$ cat src/rtl/irq_ctl_pkg.sv
// irq_ctl shared constants: FSM encoding, register
// indices and STATUS field positions.
package irq_ctl_pkg;

  localparam logic [1:0] ST_IDLE = 2'd0;
  localparam logic [1:0] ST_REQ  = 2'd1;
  localparam logic [1:0] ST_SVC  = 2'd2;

  localparam logic [1:0] RG_PEND   = 2'd0;
  localparam logic [1:0] RG_MASK   = 2'd1;
  localparam logic [1:0] RG_STATUS = 2'd2;
  localparam logic [1:0] RG_VBASE  = 2'd3;

  localparam int STAT_ACT_LSB = 0;
  localparam int STAT_ACT_W   = 4;
  localparam int STAT_ST_LSB  = 8;
  localparam int STAT_ST_W    = 2;

endpackage

$ cat src/rtl/irq_ctl_if.sv
// irq_ctl register bus: select, write enable,
// word index, write data and registered read data.
interface irq_ctl_if;

  logic        sel;
  logic        we;
  logic [1:0]  addr;
  logic [31:0] wdata;
  logic [31:0] rdata;

  modport master (
    output sel, we, addr, wdata,
    input  rdata
  );

  modport slave (
    input  sel, we, addr, wdata,
    output rdata
  );

endinterface

$ cat src/rtl/irq_ctl_prio_enc.sv
// irq_prio_enc: finds the first set request bit,
// searching upward from start and wrapping at NSRC.
module irq_prio_enc #(
  parameter int NSRC = 8
) (
  input  logic [NSRC-1:0] req,
  input  logic [3:0]      start,
  output logic            found,
  output logic [3:0]      idx
);

  logic [2*NSRC-1:0] w_dbl;
  logic [NSRC-1:0]   w_rot;

  assign w_dbl = {req, req};
  assign w_rot = NSRC'(w_dbl >> start);

  // first set bit of the rotated view, mapped back
  always_comb begin
    logic [4:0] w_sum;
    found = 1'b0;
    idx   = 4'd0;
    w_sum = 5'd0;
    for (int k = 0; k < NSRC; k++) begin
      if (!found && w_rot[k]) begin
        found = 1'b1;
        w_sum = {1'b0, start} + 5'(k);
        if (w_sum >= 5'(NSRC))
          w_sum = w_sum - 5'(NSRC);
        idx = w_sum[3:0];
      end
    end
  end

endmodule

$ cat src/rtl/irq_ctl.sv
// irq_ctl: edge-latched interrupt controller with
// vectored request. Option: IRQ_CTL_ROTATE_EN.
import irq_ctl_pkg::*;

module irq_ctl #(
  parameter int         NSRC      = 8,
  parameter logic [30:0] VBASE_RST = 31'h00000100
) (
  input  logic            clk,
  input  logic            reset,
  input  logic [NSRC-1:0] src,
  irq_ctl_if.slave        bus,
  input  logic [31:0]     ma,
  output logic            irq,
  output logic [30:0]     xadr
);

  logic [NSRC-1:0] r_src_q;
  logic [NSRC-1:0] r_pend;
  logic [NSRC-1:0] r_mask;
  logic [28:0]     r_vbase;
  logic [1:0]      r_state;
  logic [3:0]      r_act;
  logic [31:0]     r_rdata;

  logic [NSRC-1:0] w_edge;
  logic [NSRC-1:0] w_act_oh;
  logic [NSRC-1:0] w_clr;
  logic [NSRC-1:0] w_pend_n;
  logic [NSRC-1:0] w_mask_n;
  logic            w_wr;
  logic            w_wr_pend;
  logic            w_wr_mask;
  logic            w_wr_stat;
  logic            w_wr_vb;
  logic            w_eoi;
  logic            w_keep;
  logic            w_hit;
  logic            w_found;
  logic [3:0]      w_idx;
  logic [3:0]      w_start;
  logic [1:0]      w_state_n;
  logic [3:0]      w_act_n;
  logic [31:0]     w_rd;
  logic            w_unused;

  assign w_unused = bus.wdata[31];

  assign w_edge    = src & ~r_src_q;
  assign w_wr      = bus.sel & bus.we;
  assign w_wr_pend = w_wr & (bus.addr == RG_PEND);
  assign w_wr_mask = w_wr & (bus.addr == RG_MASK);
  assign w_wr_stat = w_wr & (bus.addr == RG_STATUS);
  assign w_wr_vb   = w_wr & (bus.addr == RG_VBASE);
  assign w_eoi     = w_wr_stat & (r_state == ST_SVC);

  // one-hot of the active index
  always_comb begin
    w_act_oh = '0;
    for (int i = 0; i < NSRC; i++)
      w_act_oh[i] = (r_act == 4'(i));
  end

  // W1C and EOI clear; a new edge wins
  always_comb begin
    w_clr = '0;
    if (w_wr_pend)
      w_clr = w_clr | bus.wdata[NSRC-1:0];
    if (w_eoi)
      w_clr = w_clr | w_act_oh;
    w_pend_n = (r_pend & ~w_clr) | w_edge;
  end

  assign w_mask_n = w_wr_mask ?
                    bus.wdata[NSRC-1:0] : r_mask;

  // retraction looks at this cycle's writes
  assign w_keep = |(w_pend_n & w_mask_n & w_act_oh);

  assign xadr = {r_vbase, 2'b00} +
                {25'd0, r_act, 2'b00};
  assign w_hit = (ma == {1'b1, xadr});
  assign irq   = (r_state == ST_REQ);

`ifdef IRQ_CTL_ROTATE_EN
  logic [3:0] r_last;

  // last serviced index, updated on EOI
  always_ff @(posedge clk) begin
    if (!reset)
      r_last <= 4'(NSRC - 1);
    else if (w_eoi)
      r_last <= r_act;
  end

  assign w_start = (r_last == 4'(NSRC - 1)) ?
                   4'd0 : r_last + 4'd1;
`else
  assign w_start = 4'd0;
`endif

  irq_prio_enc #(
    .NSRC (NSRC)
  ) u_prio (
    .req   (r_pend & r_mask),
    .start (w_start),
    .found (w_found),
    .idx   (w_idx)
  );

  // request FSM next state and winner latch
  always_comb begin
    w_state_n = r_state;
    w_act_n   = r_act;
    unique case (1'b1)
      (r_state == ST_IDLE): begin
        if (w_found) begin
          w_state_n = ST_REQ;
          w_act_n   = w_idx;
        end
      end
      (r_state == ST_REQ): begin
        if (!w_keep)
          w_state_n = ST_IDLE;
        else if (w_hit)
          w_state_n = ST_SVC;
      end
      (r_state == ST_SVC): begin
        if (w_eoi)
          w_state_n = ST_IDLE;
      end
      default: w_state_n = ST_IDLE;
    endcase
  end

  // register read mux
  always_comb begin
    w_rd = '0;
    unique case (bus.addr)
      RG_PEND: w_rd = 32'(r_pend);
      RG_MASK: w_rd = 32'(r_mask);
      RG_STATUS: begin
        w_rd[STAT_ST_LSB +: STAT_ST_W]   = r_state;
        w_rd[STAT_ACT_LSB +: STAT_ACT_W] = r_act;
      end
      RG_VBASE: w_rd = {1'b0, r_vbase, 2'b00};
      default: w_rd = '0;
    endcase
  end

  // source sampling, pending and mask
  always_ff @(posedge clk) begin
    if (!reset) begin
      r_src_q <= '0;
      r_pend  <= '0;
      r_mask  <= '0;
    end else begin
      r_src_q <= src;
      r_pend  <= w_pend_n;
      r_mask  <= w_mask_n;
    end
  end

  // vector base register
  always_ff @(posedge clk) begin
    if (!reset)
      r_vbase <= VBASE_RST[30:2];
    else if (w_wr_vb)
      r_vbase <= bus.wdata[30:2];
  end

  // FSM state and active index
  always_ff @(posedge clk) begin
    if (!reset) begin
      r_state <= ST_IDLE;
      r_act   <= 4'd0;
    end else begin
      r_state <= w_state_n;
      r_act   <= w_act_n;
    end
  end

  // registered read data, held while unselected
  always_ff @(posedge clk) begin
    if (!reset)
      r_rdata <= '0;
    else if (bus.sel)
      r_rdata <= w_rd;
  end

  assign bus.rdata = r_rdata;

endmodule

$ cat src/flat_wrapper.sv
// flat-port wrapper written by rule: the top's interface ports become plain ports
module irq_ctl_flat 
#(
  parameter int         NSRC      = 8,
  parameter logic [30:0] VBASE_RST = 31'h00000100
)
  (clk, reset, src, ma, irq, xadr, bus_sel, bus_we, bus_addr, bus_wdata, bus_rdata);
  irq_ctl_if bus_i ();
  input  logic clk;
  input  logic reset;
  input  logic [NSRC-1:0] src;
  input  logic [31:0] ma;
  output logic irq;
  output logic [30:0] xadr;
  input wire logic [$bits(bus_i.sel)-1:0] bus_sel;
  input wire logic [$bits(bus_i.we)-1:0] bus_we;
  input wire logic [$bits(bus_i.addr)-1:0] bus_addr;
  input wire logic [$bits(bus_i.wdata)-1:0] bus_wdata;
  output wire logic [$bits(bus_i.rdata)-1:0] bus_rdata;
  assign bus_i.sel = bus_sel;
  assign bus_i.we = bus_we;
  assign bus_i.addr = bus_addr;
  assign bus_i.wdata = bus_wdata;
  assign bus_rdata = bus_i.rdata;
  irq_ctl #(.NSRC(NSRC), .VBASE_RST(VBASE_RST)) u_core (.clk(clk), .reset(reset), .src(src), .bus(bus_i), .ma(ma), .irq(irq), .xadr(xadr));
endmodule
$ cat config.mk
export PLATFORM = sky130hd
export DESIGN_NAME = irq_ctl_flat
export DESIGN_NICKNAME = d
export VERILOG_FILES = /design/src/rtl/irq_ctl_pkg.sv /design/src/rtl/irq_ctl_if.sv /design/src/rtl/irq_ctl_prio_enc.sv /design/src/rtl/irq_ctl.sv /design/src/flat_wrapper.sv
export SDC_FILE = /design/constraint.sdc
export NUM_CORES = 1
export LEC_CHECK = 0
export BUFFER_PORTS_ARGS = -buffer_cell sky130_fd_sc_hd__buf_2
export CAP_MARGIN = 20
export CORE_MARGIN = 5
export CORE_UTILIZATION = 35
export DETAILED_ROUTE_END_ITERATION = 16
export GPL_ROUTABILITY_DRIVEN = 0
export SYNTH_ARGS = -nofsm -noshare
export SYNTH_HDL_FRONTEND = slang
export SYNTH_HIERARCHICAL = 1
export SYNTH_SLANG_ARGS = --single-unit
$ cat constraint.sdc
create_clock -name clk -period 7.51 [get_ports clk]
set_input_delay 1.1265 -clock clk [delete_from_list [all_inputs] [get_ports clk]]
set_output_delay 1.1265 -clock clk [all_outputs]
set_load 0.02 [all_outputs]
After elaboration in Yosys (flattened, before gate mapping)
Index checks and enable logic that the tools add are counted.
- bits of input ports: 78
- logic and storage cells: 87
- register bits after elaboration: 91
- equal/unequal tests: 16
- add/sub/neg operators: 1
- reduce and logical (&&, ||, !) cells: 21
- bitwise logic cells: 15
- mux-type cells: 27
- operators with widths (operator ; count):
    8-bit AND ; 5
    32-bit == test ; 1
    31-bit by 6-bit adder with 31-bit output ; 1
    4-bit 2-to-1 mux ; 6
    8-bit 2-to-1 mux ; 3
    21-bit 2-to-1 mux ; 1
    4-bit by 3-bit == test with 1-bit output, second input constant ; 4
    8-bit NOT ; 2
    8-bit OR ; 2
    4-bit case mux with 4 select lines ; 1
    2-bit case mux with 3 select lines ; 2
    4-bit case mux with 3 select lines ; 1
    1-bit 2-to-1 mux ; 9
    4-bit by 2-bit == test with 1-bit output, second input constant ; 2
    2-bit 2-to-1 mux ; 4
    8-bit OR reduction ; 1
    1-bit logical AND ; 7
    1-bit zero test ; 7
    1-bit AND ; 6
    2-bit == test, second input constant ; 3
    2-bit by 1-bit == test with 1-bit output, second input constant ; 2
    4-bit by 1-bit == test with 1-bit output, second input constant ; 1
    2-bit zero test ; 2
    4-bit zero test ; 1
    other kinds (6) ; 6

Depth between registers and ports, before layout
- depth in word-level cells: 25
- gate-level depth with buffers: 16
- mapped depth without buffers: 15

Hierarchy
The synthesis kept the hierarchy.
- by module, submodules not included (module ; instances ; cells each ; area each (sq um) ; seq. area each (sq um)):
    irq_ctl ; 1 ; 640 ; 5256.3 ; 1801.7
    irq_prio_enc ; 1 ; 141 ; 1166.1 ; 0.0

Worst setup path after synthesis
No wires, ideal clock.
- kind: reg-to-output
- start: register u_core.r_act[0]
- end: output port xadr[28]
- path slack: 4.187 ns
- path buffers: 1
- data arrival time: 2.196 ns
- cell stages (with the launch flop): 9
- cells stage by stage: dfxtp_1 -> ha_1 -> inv_1 -> fa_1 -> nand2b_1 -> a21oi_1 -> buf_2 -> and4b_1 -> xor2_1
- cells in the longest elaborated chain, start to end: 1
- RTL lines (what ; line ; RTL):
    start: declaration ; irq_ctl.sv:23 ; logic [3:0] r_act;
    start signal: assignment ; irq_ctl.sv:179 ; r_act <= w_act_n;
    31-bit by 6-bit adder with 31-bit output ; irq_ctl.sv:80 ; assign xadr = {r_vbase, 2'b00} +
    end: declaration ; flat_wrapper.sv:14 ; output logic [30:0] xadr;
No other way between the ends.

Worst setup path after layout
- start: register u_core.r_act[0]
- end: output port xadr[30]
The elaborated chain is that of the path after synthesis.

==> results.json <==
{
  "crit_path_max_fanout": 13,
  "ys_warn_count": 6,
  "synth-async-reset-ratio": 0,
  "clockBufferDepth": 2,
  "synth.largest_area_cell": "dfxtp_1",
  "portBuffers": 137,
  "nets": 989,
  "netlist_instances": 781,
  "area_growth_pct": 18.2,
  "antenna_left": 0,
  "yosysUniqueCellTypes": 79,
  "finalClockSkew_ns": 0.00568,
  "wl_per_cell_um": 17.3,
  "row_count": 49,
  "power_density_nw_per_um2": 157,
  "cp_top_family": "compound AO/OA/AOI/OAI gates",
  "hold_buffers": 0,
  "grt_usage": 0.182,
  "syn_area_um2": 6420,
  "slowest_stage": "a21oi_1",
  "drc": 0,
  "max_slew_margin": 0.308,
  "yosysSeqAreaShare": 0.281,
  "via_count": 5913,
  "finalSetupViolations": 0,
  "rsz0062_at_grt": "false",
  "cts-htree-levels": 3,
  "grt_pass1_wl_um": 31300,
  "final_layout_size_suffix_gt1_frac": 0.208,
  "period_minus_slack_ns": 4.59,
  "cp-start-kind": "flip-flop",
  "endpoint_kind": "output pin",
  "initial_core_util": 0.356,
  "worstSkewPairLatency_ns": 0.36,
  "arrival_ns": 3.47,
  "tightest_slew_ns": 1.04,
  "max_freq_ghz": 0.218,
  "clock-sinks": 90,
  "vdd.ir_drop.worst_v": 0.000128,
  "dieArea_um2": 21200,
  "drtIter0Drc": 294,
  "holdCritPathClass": "reg -> reg",
  "maxSlewViolCount": 0,
  "crit_buf_inv": 2,
  "path_cells": "ha_1 > inv_1 > fa_1 > nand2b_1 > a21oi_1 > nand4_1 > xnor2_1 > buf_2",
  "grt_max_degree": 91,
  "finish.utilization": 0.421,
  "wl_um": 19600,
  "finalCritPeriodShare": 0.612,
  "cts_made_buffers": 9,
  "critPathRequiredTime_ns": 6.38,
  "outcome": "completed",
  "grt_pass1_vias": 5852,
  "die_h_um": 145,
  "io_pins": 142,
  "core-area_um2": 18000,
  "leakage_nw": 3.16,
  "synth-seq-cells": 90,
  "viasPerCell": 5.23,
  "die_width_um": 145,
  "worst_path_largest_cell_delay_ns": 0.81,
  "cts_resized": 0,
  "clk_pin_slew_ns": 0.07,
  "drt_pass1_iterations": 5,
  "cts_tree": "built",
  "grt_overflow": 0,
  "synth_edf_count": 0,
  "synth_top_area_frac": 0.281,
  "synth.area.top_cells": "dfxtp_1 28%, nor2b_1 6.4%, nand2_1 6.2%",
  "syn_area_per_cell_um2": 8.22,
  "synth_ff_type": "dfxtp_1",
  "setup_tns_ns": 0,
  "antenna_found_initial": 2,
  "root_buffer": "clkbuf_16",
  "post_cts_buffers": 0,
  "drv_cap": 0,
  "critical_path_class": "reg -> out",
  "hold_violations": 0,
  "post-dp-hpwl_um": 14700
}
-- worst register-to-register path, cell delays in order (launching register included) --
cell and delay (ns):
dfxtp_1 0.50, ha_1 0.23, inv_1 0.05, fa_1 0.39, nand2b_1 0.19, a21oi_1 0.81, nand3_1 0.33, xor2_1 0.22
nor2_1 0.05, or4_1 0.53, nor4_1 0.27, and4_1 0.29, o22ai_1 0.09
-- cell type report --
class | instances | area (µm²)
repair buffers | 141 | 736
diodes | 2 | 5.00
inverters | 22 | 82.6
well taps | 229 | 287
flip-flops and latches | 90 | 1800
fillers | 1919 | 10400
clock buffers | 9 | 225
clock inverters | 7 | 109
multi-input cells | 631 | 4340
-- state kept, by name, summed over array words and instances (netlist names) --
name,cells
u_core/r_state,2
u_core/bus.rdata,31
u_core/r_act,4
u_core/r_mask,8
u_core/r_pend,8
u_core/r_vbase,29
u_core/r_src_q,8
-- cell families after synthesis --
family,count (synthesis),share of synthesized area
AOI/OAI and AO/OA,153,0.174
buffers and inverters,79,0.0544
and+or+nand+nor,345,0.291
other,1,0.000584
adders and majority gates,16,0.0323
DFF,90,0.281
muxes,39,0.0873
xor gates and xnor gates,58,0.0791
-- cells in the mapped netlist (19+ instances only) --
cell type	number
clkbuf_1	40
xor2_1	23
inv_1	22
mux2i_1	23
nand3_1	24
nor2_1	32
nand2_1	106
and2_1	21
a21oi_1	38
dfxtp_1	90
xnor2_1	35
nor2b_1	66
nand4_1	19
a21boi_0	35
-- placed cells by master, fill, tap and decap left out, types with 15 or more instances in the layout --
| cell type | instances |
|---|---|
| a21oi_1 | 38 |
| xnor2_1 | 35 |
| nand4_1 | 19 |
| mux2i_1 | 23 |
| dfxtp_1 | 90 |
| buf_2 | 137 |
| xor2_1 | 23 |
| and2_1 | 21 |
| conb_1 | 20 |
| nand3_1 | 24 |
| ha_1 | 15 |
| inv_1 | 22 |
| nor2b_1 | 66 |
| a21boi_0 | 35 |
| nor2_1 | 32 |
| nand2_1 | 106 |
-- final timing paths --
path / end / slack, ns / depth (start not counted) / startpoint
max: xadr[30] / 2.92 / 8 / u_core/r_act[0]
min: u_core/bus.rdata[5] / 0.48 / 1 / u_core/bus.rdata[5]
max reg2reg: u_core/r_state[0] / 3.45 / 12 / u_core/r_act[0]
min reg2reg: u_core/bus.rdata[5] / 0.48 / 1 / u_core/bus.rdata[5]
-- power breakdown --
part           switching, mW  internal (mW)  total [mW]
clock network          0.213          0.299       0.512
registers             0.0148          0.491       0.506
logic                 0.0988         0.0715       0.170
-- metrics by stage --
stage / instances / power, mW / setup slack [ns] / hold WS, ns / area [µm²]
2_1_floorplan: 800 / 0.628 / 4.19 / 0.458 / 6490
5_1_grt: 1129 / 1.24 / 2.70 / 0.499 / 7580
3_5_place_dp: 1112 / 0.681 / 3.25 / 0.467 / 7220
4_1_cts: 1128 / 1.19 / 2.93 / 0.482 / 7560
6_report: 1131 / 1.19 / 2.92 / 0.478 / 7590
3_3_place_gp: 1112 / 0.681 / 3.25 / 0.459 / 7220
-- routing by layer --
layer,vias to the layer above,wire length [µm],share of wire,global-route usage
met4,4,395,0.020,0.0527
met1,2757,8660,0.44,0.229
met2,158,9500,0.49,0.306
li1,2966,-,-,-
met5,-,27,0.0014,0
met3,28,974,0.050,0.0480
No activity file was read; power rests on OpenSTA's default activity.
